[src/rtl/offset_cal_ctrl.sv]
// rtl/offset_cal_ctrl.sv - foreground ADC offset calibration controller
// Shorts the input, settles, averages 2^LOG2_N codes and registers a clamped mid-scale correction.
module offset_cal_ctrl #(
  parameter int LOG2_N        = 4,
  parameter int SETTLE_CYCLES = 8,
  parameter int MID_CODE      = 512,
  parameter int MAX_OFFSET    = 63
) (
  input  logic       clk,
  input  logic       reset,
  input  logic       cal_start,
  input  logic       cal_abort,
  input  logic       adc_valid,
  input  logic [9:0] adc_code,
  output logic       cal_short,
  output logic [9:0] offset,
  output logic       cal_busy,
  output logic       cal_done,
  output logic       cal_err
);

  localparam int N     = 1 << LOG2_N;
  localparam int ACC_W = 10 + LOG2_N;
  localparam int CNT_W = LOG2_N + 1;
  localparam int SET_W = $clog2(SETTLE_CYCLES + 1);

  typedef enum logic [2:0] {
    S_IDLE,
    S_SETTLE,
    S_ACCUM,
    S_COMPUTE,
    S_DONE
  } state_t;

  state_t             state, state_next;
  logic [ACC_W-1:0]   acc, acc_next;
  logic [CNT_W-1:0]   cnt, cnt_next;
  logic [SET_W-1:0]   settle_cnt, settle_next;
  logic [9:0]         offset_next;
  logic               err_next;

  logic [ACC_W:0]     acc_rnd;
  logic [10:0]        avg;
  logic signed [11:0] diff;

  // Round half up before dropping the fractional bits of the average.
  assign acc_rnd = {1'b0, acc} + (ACC_W + 1)'(N / 2);
  assign avg     = 11'(acc_rnd >> LOG2_N);
  assign diff    = $signed(12'(MID_CODE)) - $signed({1'b0, avg});

  always_comb begin
    state_next  = state;
    acc_next    = acc;
    cnt_next    = cnt;
    settle_next = settle_cnt;
    offset_next = offset;
    err_next    = cal_err;
    case (state)
      S_IDLE: begin
        if (cal_start) begin
          state_next  = S_SETTLE;
          acc_next    = '0;
          cnt_next    = '0;
          settle_next = '0;
          err_next    = 1'b0;
        end
      end
      S_SETTLE: begin
        if (settle_cnt == SET_W'(SETTLE_CYCLES - 1)) begin
          state_next  = S_ACCUM;
          settle_next = '0;
        end else begin
          settle_next = settle_cnt + 1'b1;
        end
      end
      S_ACCUM: begin
        if (adc_valid) begin
          acc_next = acc + ACC_W'(adc_code);
          cnt_next = cnt + 1'b1;
          if (cnt == CNT_W'(N - 1)) state_next = S_COMPUTE;
        end
      end
      S_COMPUTE: begin
        state_next = S_DONE;
        if (diff > $signed(12'(MAX_OFFSET))) begin
          offset_next = 10'(MAX_OFFSET);
          err_next    = 1'b1;
        end else if (diff < -$signed(12'(MAX_OFFSET))) begin
          offset_next = 10'(-MAX_OFFSET);
          err_next    = 1'b1;
        end else begin
          offset_next = 10'(diff);
          err_next    = 1'b0;
        end
      end
      S_DONE:  state_next = S_IDLE;
      default: state_next = S_IDLE;
    endcase
    // Abort wins over every other transition and leaves the applied result untouched.
    if (cal_abort && (state == S_SETTLE || state == S_ACCUM || state == S_COMPUTE)) begin
      state_next  = S_IDLE;
      offset_next = offset;
      err_next    = cal_err;
    end
  end

  always_ff @(posedge clk) begin
    if (reset) begin
      state      <= S_IDLE;
      acc        <= '0;
      cnt        <= '0;
      settle_cnt <= '0;
      offset     <= '0;
      cal_err    <= 1'b0;
      cal_short  <= 1'b0;
      cal_busy   <= 1'b0;
      cal_done   <= 1'b0;
    end else begin
      state      <= state_next;
      acc        <= acc_next;
      cnt        <= cnt_next;
      settle_cnt <= settle_next;
      offset     <= offset_next;
      cal_err    <= err_next;
      cal_short  <= (state_next == S_SETTLE) || (state_next == S_ACCUM);
      cal_busy   <= (state_next != S_IDLE);
      cal_done   <= (state_next == S_DONE);
    end
  end

endmodule
[config.mk]
export PLATFORM = sky130hd
export DESIGN_NAME = offset_cal_ctrl
export DESIGN_NICKNAME = d
export VERILOG_FILES = /design/src/rtl/offset_cal_ctrl.sv
export SDC_FILE = /design/constraint.sdc
export NUM_CORES = 1
export LEC_CHECK = 0
export CELL_PAD_IN_SITES_DETAIL_PLACEMENT = 1
export CELL_PAD_IN_SITES_GLOBAL_PLACEMENT = 1
export CORE_MARGIN = 5
export CORE_UTILIZATION = 45
export CTS_CLUSTER_SIZE = 24
export DETAILED_ROUTE_END_ITERATION = 10
export PLACE_DENSITY = 0.88
export RECOVER_POWER = 50
export SETUP_SLACK_MARGIN = 0.2
export SLEW_MARGIN = 40
export SYNTH_ARGS = -nofsm -noshare
export SYNTH_HDL_FRONTEND = slang
export SYNTH_SLANG_ARGS = --single-unit
[constraint.sdc]
create_clock -name clk -period 4.41 [get_ports clk]
set_input_delay 0.882 -clock clk [delete_from_list [all_inputs] [get_ports clk]]
set_output_delay 0.882 -clock clk [all_outputs]
set_load 0.02 [all_outputs]
==> impl_metrics.env <==
export IMPL_grt_overflow=0
export IMPL_pre_cts_slack_ps=581.9
export IMPL_yosysSeqAreaShare_pct=29.85
export IMPL_num_antenna_cells=0
export IMPL_syn_area_per_cell_um2=7.913
export IMPL_postSynthCellCount=339
export IMPL_use_met1_pct=21.93
export IMPL_grt_met2_usage_pct=34.99
export IMPL_start_util_pct=45.85
export IMPL_synth_top_flop_cell="dfxtp_1"
export IMPL_max_freq_mhz=287.5
export IMPL_clk_latency_ps=300
export IMPL_clk_pin_slew_ps=80
export IMPL_synthTopCellsByCount="nor2_1, dfxtp_1, nand2_1, a21oi_1, ha_1"
export IMPL_startpoint_type="input port"
export IMPL_drc=0
export IMPL_clock_path_buffers=2
export IMPL_grt_usage_pct=19.08
export IMPL_worstMarginPinSlew_ps=1469
export IMPL_synth_top_area_share_pct=29.85
export IMPL_grt_pass1_vias=2553
export IMPL_ys_async_sr_fraction_pct=0
export IMPL_synth_seq_cells=40
export IMPL_crit_required_ps=4610
export IMPL_fin_crit_ps=3478
export IMPL_multi_input_area_um2=1767
export IMPL_design_die_area_um2=7606
export IMPL_synth_most_common_cell="nor2_1"
export IMPL_ios=29
export IMPL_fin_worst_skew_ps=9.791
export IMPL_crit_path_end_kind="register"
export IMPL_die_y_um=87.21
export IMPL_reg2reg_slack_ps=1360
export IMPL_synth_area_um2=2683
export IMPL_powerDensity_nw_per_um2=254.4
export IMPL_area_growth_pct=15.44
export IMPL_cp_max_fo=2
export IMPL_syn_num_nets=371
export IMPL_setup_viol=0
export IMPL_p_leak_nw=1.285
export IMPL_drtIter0Drc=70
export IMPL_cp_slowest_cell="fa_1"
export IMPL_synth_area_leader_cell="dfxtp_1"
export IMPL_wl_per_cell_um=15.98
export IMPL_max_stage_delay_ps=410
export IMPL_grt_max_degree=34
export IMPL_p_total_w=0.0007878
export IMPL_ys_types=54
export IMPL_fin_ws_ps=932.3
export IMPL_reg2regPathDepth=9
export IMPL_stdcell_count=429
export IMPL_n_fill_cell=702
export IMPL_dr_pass1_iters=5
export IMPL_reg2reg_from="acc[4]"
export IMPL_reg2reg_to="offset[5]"
export IMPL_crit_chain="clkdlybuf4s50_1, ha_1, fa_1, a21o_1, a21oi_1, o21ai_0, and2_1, o41ai_1, o21ai_0, nand3_1, mux2_2"
export IMPL_slew_violations=0
export IMPL_crit_arrival_ps=3680
export IMPL_grt_pass1_wl_um=11700
export IMPL_holdPathEnd="offset[8]"
export IMPL_dp_hpwl_um=5228
export IMPL_rsz0062_at_grt="no"
export IMPL_gp_congestion=0.8483
export IMPL_busiest_layer="met2"
export IMPL_critical_path_class="in2reg"
export IMPL_ctsHoldBuffers=0
export IMPL_peakVddDrop_uv=143.1
export IMPL_ys_warn_count=0
export IMPL_ant_nets=0
export IMPL_row_count=28
export IMPL_drive_gt1_share_pct=6.215
export IMPL_routed_via_count=2505
export IMPL_cts_root_buffer="clkbuf_8"
export IMPL_cts_tree="done"
export IMPL_core_um2=5851
export IMPL_post_cts_buffers=0
export IMPL_portBuffers=28
export IMPL_die_x_um=87.21
export IMPL_cts_resized=0
export IMPL_synth_edf_count=0
export IMPL_finalHoldViolations=0
export IMPL_crit_top_cell="o21ai_0"
export IMPL_hp_start="offset[8]"
export IMPL_antenna_found_initial=0
export IMPL_grt_use_met3_pct=4.068
export IMPL_tns_ps=0
export IMPL_dp_cells=422
export IMPL_layout_nets=386
export IMPL_htreeDepth=2
export IMPL_synth_area_leaders="dfxtp_1, ha_1, nor2_1"
export IMPL_viasPerCell=5.839
export IMPL_numCtsBuffers=5
export IMPL_routed_wirelength_um=6857
export IMPL_seq_area_um2=800.8
export IMPL_max_slew_margin_pct=2.074
export IMPL_cap_violations=0
export IMPL_status="finished, final reports clean"
export IMPL_worstHoldPathCells=2
export IMPL_fin_crit_sh_pct=78.86
export IMPL_hold_path_class="reg2reg"
export IMPL_cts_sinks=40
-- flip-flops by register name, summed over array words and instances (netlist names) --
name        count
settle_cnt      4
cal_done        1
cnt             5
cal_short       1
acc            14
cal_err         1
state           3
offset         10
cal_busy        1
-- layout make-up --
cell class	count	share of cell area, %
multi-input combinational	272	57.05
sequential	40	25.86
timing repair buffer	29	9.172
tap	75	3.030
clock buffer	5	2.222
clock inverter	2	1.939
inverter	6	0.7273
-- cell usage in the layout (no fill, tap or decap), drive strengths merged, types with 7 or more instances in the layout --
cell and count:
dlygate4sd3 16, nor3 7, nand3b 7, o21ai 14
nand2 33, clkdlybuf4s50 12, xor2 11, nand3 14
xnor2 15, nor2 48, a21oi 19, a22oi 11
ha 16, dfxtp 40
-- power by group --
group	internal, W	leakage (nW)	switching (W)	total (W)
registers	0.000365	0.323	0.00000298	0.000367
logic	0.0000271	0.898	0.0000345	0.0000616
clock network	0.000223	0.0642	0.000136	0.000359
-- worst max-delay path by stage --
stage / endpoint / start / depth (start not counted)
after CTS: acc[12] / adc_code[0] / 11
after global placement: acc[12] / adc_code[0] / 11
after global routing: acc[12] / adc_code[0] / 11
after floorplan: acc[12] / adc_code[0] / 10
final: acc[12] / adc_code[0] / 11
after detailed placement: acc[12] / adc_code[0] / 11
-- critical path: cells and delay by family --
| kind | cells | cell delay (ps) |
|---|---|---|
| AO/OA/AOI/OAI | 5 | 1110 |
| adder cells (fa/ha/maj) | 2 | 640 |
| buffers and inverters | 1 | 400 |
| multiplexers | 1 | 330 |
| AND/OR/NAND/NOR | 2 | 300 |
-- metrics by stage --
stage	cell area, µm²	hold WS [ps]	util (%)
2_1_floorplan	2683	453.0	-
3_3_place_gp	2963	431.6	50.64
6_report	3097	443.1	52.93
5_1_grt	3097	475.1	52.93
3_5_place_dp	2972	436.3	50.79
4_1_cts	3100	448.4	52.99
-- per-layer routing --
metal | routed length [µm] | up-vias
met5 | 0 | -
met4 | 82 | 0
met3 | 316 | 9
met2 | 3470 | 46
met1 | 2988 | 1213
li1 | - | 1237
-- cell families (layout without fill, tap and decap cells) --
| logic type | count (synthesis) | count (layout) | share of synthesized area [%] |
|---|---|---|---|
| xor+xnor | 26 | 26 | 8.489 |
| compound gates | 75 | 75 | 19.31 |
| flops | 40 | 40 | 29.85 |
| buf+inv | 27 | 42 | 4.618 |
| mux | 2 | 2 | 0.7929 |
| fa+ha+maj | 17 | 17 | 8.209 |
| simple gates | 152 | 152 | 28.73 |
No activity file was read; power rests on OpenSTA's default activity.
